File: config.mk
export PLATFORM = sky130hd
export DESIGN_NAME = airhockey_pixel_renderer
export DESIGN_NICKNAME = d
export VERILOG_FILES = /design/src/rtl/airhockey_pixel_renderer.sv
export SDC_FILE = /design/constraint.sdc
export NUM_CORES = 2
export LEC_CHECK = 0
export BUFFER_PORTS_ARGS = -buffer_cell sky130_fd_sc_hd__buf_2
export CAP_MARGIN = 20
export CORE_MARGIN = 4
export CORE_UTILIZATION = 45
export CTS_BUF_LIST = sky130_fd_sc_hd__clkbuf_8 sky130_fd_sc_hd__clkbuf_16
export DETAILED_ROUTE_END_ITERATION = 7
export PLACE_DENSITY_LB_ADDON = 0.12
export SYNTH_ARGS = -nofsm -noshare
export SYNTH_HDL_FRONTEND = slang
export SYNTH_SLANG_ARGS = --single-unit
export TNS_END_PERCENT = 50
File: constraint.sdc
create_clock -name clock -period 15.4 [get_ports clock]
set_input_delay 0.77 -clock clock [delete_from_list [all_inputs] [get_ports clock]]
set_output_delay 0.77 -clock clock [all_outputs]
set_load 0.01 [all_outputs]
File: src/rtl/airhockey_pixel_renderer.sv
// Air-hockey pixel stage: turns LCD timing counters into registered RGB for the
// playfield, puck and two mallets, with once-per-frame double-buffered positions.
module airhockey_pixel_renderer #(
  parameter int FIELD_W  = 800,
  parameter int FIELD_H  = 480,
  parameter int BORDER   = 8,
  parameter int PUCK_R   = 12,
  parameter int MALLET_R = 20,
  parameter int LAT      = 3
) (
  input  logic        clock,
  input  logic        reset,
  input  logic [11:0] disp_col,
  input  logic [10:0] disp_row,
  input  logic        visible_in,
  input  logic        hs_in,
  input  logic        vs_in,
  input  logic        wr_en,
  input  logic [1:0]  wr_sel,
  input  logic [11:0] wr_x,
  input  logic [10:0] wr_y,
  output logic [7:0]  red,
  output logic [7:0]  green,
  output logic [7:0]  blue,
  output logic        de_out,
  output logic        hs_out,
  output logic        vs_out,
  output logic        frame_latched
);

  localparam logic [11:0] INIT_X [3] = '{12'd400, 12'd100, 12'd700};
  localparam logic [10:0] INIT_Y [3] = '{11'd240, 11'd240, 11'd240};
  localparam logic [26:0] R2 [3] = '{27'(PUCK_R * PUCK_R), 27'(MALLET_R * MALLET_R),
                                     27'(MALLET_R * MALLET_R)};

  localparam logic [23:0] C_BLACK  = 24'h000000;
  localparam logic [23:0] C_PUCK   = 24'hFFD700;
  localparam logic [23:0] C_MAL_A  = 24'hE02020;
  localparam logic [23:0] C_MAL_B  = 24'h2040E0;
  localparam logic [23:0] C_BORDER = 24'hFFFFFF;
  localparam logic [23:0] C_CENTRE = 24'hA0A0A0;
  localparam logic [23:0] C_BG     = 24'h004020;

  // Object index 0 = puck, 1 = mallet A, 2 = mallet B.
  logic [11:0] sh_x [3];
  logic [10:0] sh_y [3];
  logic [11:0] act_x [3];
  logic [10:0] act_y [3];
  logic        vs_prev;
  logic        pending;
  logic        trigger;
  logic        wr_valid;

  assign trigger  = vs_prev & ~vs_in;
  assign wr_valid = wr_en & (wr_sel != 2'd3);

  always_ff @(posedge clock or posedge reset) begin
    if (reset) begin
      for (int i = 0; i < 3; i++) begin
        sh_x[i]  <= INIT_X[i];
        sh_y[i]  <= INIT_Y[i];
        act_x[i] <= INIT_X[i];
        act_y[i] <= INIT_Y[i];
      end
      vs_prev       <= 1'b1;
      pending       <= 1'b0;
      frame_latched <= 1'b0;
    end else begin
      // NOTE: non-blocking assignments make the latch copy the shadow values from
      // before this clock, so a write landing on the vsync edge waits a frame.
      vs_prev       <= vs_in;
      frame_latched <= trigger;
      // With nothing pending the shadow already equals the active set.
      if (trigger && pending) begin
        for (int i = 0; i < 3; i++) begin
          act_x[i] <= sh_x[i];
          act_y[i] <= sh_y[i];
        end
      end
      for (int i = 0; i < 3; i++) begin
        if (wr_valid && wr_sel == 2'(i)) begin
          sh_x[i] <= wr_x;
          sh_y[i] <= wr_y;
        end
      end
      if (wr_valid) pending <= 1'b1;
      else if (trigger) pending <= 1'b0;
    end
  end

  // Stage 1: signed offsets and field flags.
  logic signed [12:0] dx_q [3];
  logic signed [12:0] dy_q [3];
  logic               border_q1, centre_q1;
  // Stage 2: squared distances.
  logic [26:0]        dist_q [3];
  logic               border_q2, centre_q2;
  logic signed [25:0] sq_x [3];
  logic signed [25:0] sq_y [3];
  // Sync/enable delay lines, oldest sample in the top bit.
  logic [LAT-1:0]     de_pipe, hs_pipe, vs_pipe;

  always_comb begin
    for (int i = 0; i < 3; i++) begin
      sq_x[i] = dx_q[i] * dx_q[i];
      sq_y[i] = dy_q[i] * dy_q[i];
    end
  end

  always_ff @(posedge clock or posedge reset) begin
    if (reset) begin
      for (int i = 0; i < 3; i++) begin
        dx_q[i]   <= '0;
        dy_q[i]   <= '0;
        dist_q[i] <= '0;
      end
      border_q1 <= 1'b0;
      centre_q1 <= 1'b0;
      border_q2 <= 1'b0;
      centre_q2 <= 1'b0;
      de_pipe   <= '0;
      hs_pipe   <= '0;
      vs_pipe   <= '0;
    end else begin
      for (int i = 0; i < 3; i++) begin
        dx_q[i]   <= $signed({1'b0, disp_col}) - $signed({1'b0, act_x[i]});
        dy_q[i]   <= $signed({2'b0, disp_row}) - $signed({2'b0, act_y[i]});
        dist_q[i] <= {1'b0, sq_x[i]} + {1'b0, sq_y[i]};
      end
      border_q1 <= (disp_col < 12'(BORDER)) || (disp_col >= 12'(FIELD_W - BORDER)) ||
                   (disp_row < 11'(BORDER)) || (disp_row >= 11'(FIELD_H - BORDER));
      centre_q1 <= (disp_col == 12'(FIELD_W / 2 - 1)) || (disp_col == 12'(FIELD_W / 2));
      border_q2 <= border_q1;
      centre_q2 <= centre_q1;
      de_pipe   <= {de_pipe[LAT-2:0], visible_in};
      hs_pipe   <= {hs_pipe[LAT-2:0], hs_in};
      vs_pipe   <= {vs_pipe[LAT-2:0], vs_in};
    end
  end

  // Stage 3: hit tests and colour priority.
  logic [23:0] rgb_next;
  always_comb begin
    rgb_next = C_BG;
    if (!de_pipe[LAT-2])       rgb_next = C_BLACK;
    else if (dist_q[0] <= R2[0]) rgb_next = C_PUCK;
    else if (dist_q[1] <= R2[1]) rgb_next = C_MAL_A;
    else if (dist_q[2] <= R2[2]) rgb_next = C_MAL_B;
    else if (border_q2)        rgb_next = C_BORDER;
    else if (centre_q2)        rgb_next = C_CENTRE;
  end

  always_ff @(posedge clock or posedge reset) begin
    if (reset) begin
      red   <= 8'd0;
      green <= 8'd0;
      blue  <= 8'd0;
    end else begin
      {red, green, blue} <= rgb_next;
    end
  end

  assign de_out = de_pipe[LAT-1];
  assign hs_out = hs_pipe[LAT-1];
  assign vs_out = vs_pipe[LAT-1];

endmodule

# Word level (Yosys, flattened, before mapping)
# Cells that the tools add are included.
dict set report totals {
  regBits 334
  in_bits 54
  output_inout_bits 28
  word_cells 82
}
dict set report op_classes {
  multipliers 6
  n_eq_ne 5
  bitwise 3
  reduce_logical 10
  add_sub_neg 9
  muxes 8
  magnitude_cmp 7
}
# op count
set ops {}
lappend ops {{$mux 24} 6}
lappend ops {{$add 26x26->27} 3}
lappend ops {{$mul 13x13->26} 3}
lappend ops {{$mul 12x12->24} 3}
lappend ops {{$le 27x9->1 const B} 2}
lappend ops {{$sub 12x12->13} 3}
lappend ops {{$sub 11x11->12} 3}
lappend ops {{$le 27x8->1 const B} 1}
lappend ops {{$eq 12x9->1 const B} 2}
lappend ops {{$ge 12x10->1 const B} 1}
lappend ops {{$lt 12x4->1 const B} 1}
lappend ops {{$ge 11x9->1 const B} 1}
lappend ops {{$lt 11x4->1 const B} 1}
lappend ops {{$logic_and 1x1->1} 4}
lappend ops {{$logic_or 1x1->1} 4}
lappend ops {{$and 1x1->1} 2}
lappend ops {{$eq 2x1->1 const B} 1}
lappend ops {{$eq 2x2->1 const B} 1}
lappend ops {{$logic_not 2->1} 1}
lappend ops {{$mux 1} 2}
lappend ops {{$ne 2x2->1 const B} 1}
lappend ops {{$reduce_bool 2->1} 1}
lappend ops {{$not 1->1} 1}

# Logic depth before layout (Yosys ltp)
dict set report depth {
  ltp_word 6
  depth_mapped 34
  ltp_nobuf 32
}

# Worst setup path after synthesis
# Ideal clock, no wire load.
dict set report synth_path {
  path_kind {reg2reg}
  start {register dx_q[12] (netlist name)}
  end {register dist_q[25] (netlist name)}
  path_stages_with_launch 28
  path_buffers 2
  t_arrival_ns 7.159
  period_less_slack_ns 7.239
  setup_time_ns 0.080
  path_slack_ns 8.161
  t_required_ns 15.320
  cell_sequence {dfrtp_1 clkbuf_1 clkbuf_1 nand2_1 fa_1 fa_1 inv_1 fa_1 fa_1 fa_1 ha_1 ha_1 or3_1 o21ai_0 a21oi_1 a21o_1 a21oi_1 xnor2_1 ha_1 a21o_1 a21oi_1 nor2b_1 a311o_1 a21oi_1 o21ai_0 and3_1 a221oi_1 xnor2_1}
}
dict set report synth_via {
  elab_chain_cells 2
}
# item line_no
set synth_rtl {}
lappend synth_rtl {{from (decl)} 92} ;# logic signed [12:0] dx_q [3];
lappend synth_rtl {{from (signal, indexed assignment)} 126} ;# dx_q[i] <= $signed({1'b0, disp_col}) - $signed({1'b0, act_x[i]});
lappend synth_rtl {{$mul 13x13->26} 105} ;# sq_x[i] = dx_q[i] * dx_q[i];
lappend synth_rtl {{$add 26x26->27} 128} ;# dist_q[i] <= {1'b0, sq_x[i]} + {1'b0, sq_y[i]};
lappend synth_rtl {{to (signal, indexed assignment)} 128}
lappend synth_rtl {{to (decl)} 96} ;# logic [26:0] dist_q [3];
# Every way passes these cells.
# A chain may end at the register's enable or synchronous reset.

# Worst setup path after layout
# Ends and elaborated chain as after synthesis.

==> impl_metrics.json <==
{
  "layout_setup_ws_ps": 7660,
  "final-hold-violation-count": 0,
  "r2r-start": "dx_q[12]$_DFF_PP0_",
  "drive_gt1_frac": 0.0749,
  "gr-usage-all-layers": 0.198,
  "drt-total-wl_um": 105000,
  "reg2reg_depth": 25,
  "path_max_fanout": 25,
  "cts_setup_buffers": 0,
  "synth_area_leader_cell": "fa_1",
  "drt_iter0_drc": 1331,
  "tightest_slew_ps": 1080,
  "ant_nets": 0,
  "synthToLayoutAreaGrowth_pct": 6.52,
  "status": "finished, final reports clean",
  "grt_max_degree": 109,
  "synth_seq_area_share": 0.167,
  "fin_skew_ps": 18.0,
  "synth.avg_cell_area_um2": 9.70,
  "max_freq_mhz": 129,
  "numPortBuffers": 81,
  "core-area_mm2": 0.107,
  "first_pass_iters": 5,
  "synth_top_area_frac": 0.331,
  "async_flop_share": 1.00,
  "fillers": 10266,
  "clock_path_buffers": 3,
  "die_x_um": 336,
  "setup_tns_ps": 0,
  "grt_setup_unrepaired": "no",
  "cp-startpoint": "dx_q[12]$_DFF_PP0_",
  "fin_crit_sh": 0.502,
  "synth_common_cells": "inv_1, fa_1, ha_1",
  "place_hpwl_um": 88200,
  "synth_edf_count": 0,
  "drt_drc_violations_left": 0,
  "ys.flop_type": "dfrtp_1",
  "ys_seq_elements": 321,
  "clkTransAtPathRegs_ps": 60,
  "grt_overflow_total": 0,
  "clk_latency_ps": 580,
  "ys.warnings.count": 0,
  "num_io_pins": 82,
  "row_count": 120,
  "worst-setup-path-type": "reg -> reg",
  "worst_hold_path_type": "in -> reg",
  "gp_congestion": 0.845,
  "cts_hold_buf": 0,
  "yosysMostFrequentCell": "inv_1",
  "grt_pass1_wl_um": 179000,
  "antenna_found_initial": 2,
  "nNetsFinal": 6402,
  "die_y_um": 336,
  "slew_viol_final": 0,
  "cts_tree": "built",
  "hold_start": "hs_in",
  "clock-root-buffer": "clkbuf_16",
  "dp_slack_ps": 7690,
  "synth.distinct_cells": 79,
  "syn-num-nets": 6383,
  "start_util": 0.453,
  "cts_buffers": 39,
  "yosys-top-cells-area": "fa_1, dfrtp_1, ha_1",
  "min_period_ps": 7740,
  "routedWlPerCell_um": 16.3,
  "setup_viol_count_final": 0,
  "cp-end-kind": "register",
  "critPathRequiredTime_ps": 15840,
  "hold_depth": 1,
  "mappedNetlistArea_mm2": 0.0485,
  "die_area_mm2": 0.113,
  "syn-instance-count": 4994,
  "via_per_inst": 4.99,
  "grt_pass1_vias": 34289,
  "arrival_ps": 8170,
  "htree_levels": 2,
  "vias": 32156,
  "max_cap_viol_count": 0,
  "start_kind": "register",
  "cts_resized": 0,
  "timing.slew.headroom": 0.278,
  "cts_sinks": 321
}
## cell usage in the layout (no fill, tap or decap), types with 5 or more instances in the layout
cell | synthesis | routed
inv_1 | 1238 | 1240
fa_1 | 801 | 801
ha_1 | 534 | 534
nand2_1 | 318 | 317
dfrtp_1 | 272 | 272
nor2_1 | 254 | 254
xnor2_1 | 205 | 205
and2_1 | 178 | 178
mux2_2 | 138 | 138
a21oi_1 | 127 | 127
o21ai_0 | 120 | 120
buf_2 | 0 | 81
nor2b_1 | 70 | 70
a21o_1 | 63 | 63
xor2_1 | 57 | 57
dfstp_2 | 49 | 49
nor3_1 | 48 | 48
o21a_1 | 42 | 42
a21boi_0 | 41 | 41
clkbuf_16 | 0 | 40
nand2b_1 | 33 | 33
nand3_1 | 32 | 32
o21bai_1 | 26 | 26
and3_1 | 25 | 25
a31oi_1 | 23 | 23
a211oi_1 | 20 | 20
or3_1 | 17 | 17
nor4_1 | 13 | 13
nand4_1 | 13 | 13
o211ai_1 | 10 | 10
or2_2 | 10 | 10
clkbuf_8 | 0 | 10
a211o_1 | 9 | 9
buf_4 | 13 | 9
o31a_1 | 6 | 6
or4_1 | 6 | 6
mux2i_1 | 6 | 6
o41ai_1 | 5 | 5
## layout make-up
| cell class | instances | area (µm²) | area share |
|---|---|---|---|
| clock inverter | 22 | 231 | 0.00449 |
| inverter | 1238 | 4650 | 0.0902 |
| antenna | 1 | 2.50 | 0.0000485 |
| timing repair buffer | 90 | 473 | 0.00916 |
| sequential | 321 | 8090 | 0.157 |
| multi-input combinational | 3323 | 35300 | 0.683 |
| clock buffer | 50 | 1140 | 0.0221 |
| tap | 1403 | 1760 | 0.0340 |
## routing by layer
layer | routed length, µm | vias to the layer above | share of wire | global-route usage
met2 | 52500 | 388 | 0.50 | 0.345
met4 | 1850 | 0 | 0.018 | 0.0381
li1 | - | 15434 | - | -
met5 | 0 | - | 0 | 0
met3 | 2660 | 110 | 0.025 | 0.0138
met1 | 48200 | 16224 | 0.46 | 0.274
## final timing paths
check                      slack (ps)               endpoint
max                              7660   dist_q[25]$_DFF_PP0_
min                               310   hs_pipe[0]$_DFF_PP0_
max reg2reg                      7660   dist_q[25]$_DFF_PP0_
min reg2reg                       350   vs_pipe[2]$_DFF_PP0_
max in group asynchronous       12700     dx_q[35]$_DFF_PP0_
min in group asynchronous         330  act_y[30]$_DFFE_PP0P_
## worst max-delay path, stage by stage, from the launching register on
cell and delay (ps):
dfrtp_1 880, nand2_1 220, fa_1 550, fa_1 770, inv_1 150, fa_1 480
fa_1 570, fa_1 410, ha_1 290, ha_1 230, or3_1 350, o21ai_0 110
a21oi_1 100, a21o_1 190, a21oi_1 160, xnor2_1 150, ha_1 320, a21o_1 180
a21oi_1 140, nor2b_1 80, a311o_1 330, a21oi_1 140, o21ai_0 160, and3_1 240
a221oi_1 280, xnor2_1 100
## sequential cells by signal, indices dropped and copies added, names as in the netlist, 33 cells and up
name / flops
act_y: 33
sh_x: 36
dy_q: 36
act_x: 36
sh_y: 33
dx_q: 39
dist_q: 81
## logic make-up after synthesis
| kind of cell | count (synthesis) | synth area share |
|---|---|---|
| AO/OA/AOI/OAI | 549 | 0.0749 |
| XOR/XNOR | 263 | 0.0477 |
| adder cells (fa/ha/maj) | 1336 | 0.469 |
| buffers and inverters | 1350 | 0.106 |
| flip-flops | 321 | 0.167 |
| multiplexers | 144 | 0.0333 |
| AND/OR/NAND/NOR | 1031 | 0.102 |
## through the flow
step	utilization	instance area [µm²]	hold WS, ps	std cells
floorplan	-	48500	331	4994
global placement	0.469	50200	334	6375
detailed placement	0.469	50200	337	6375
CTS	0.482	51600	275	6447
global route	0.482	51600	295	6447
finish	0.482	51600	312	6448
Power is left out: the tool's default activity adds up to more than one toggle a clock period on the data nets, which glitch-free logic cannot reach.
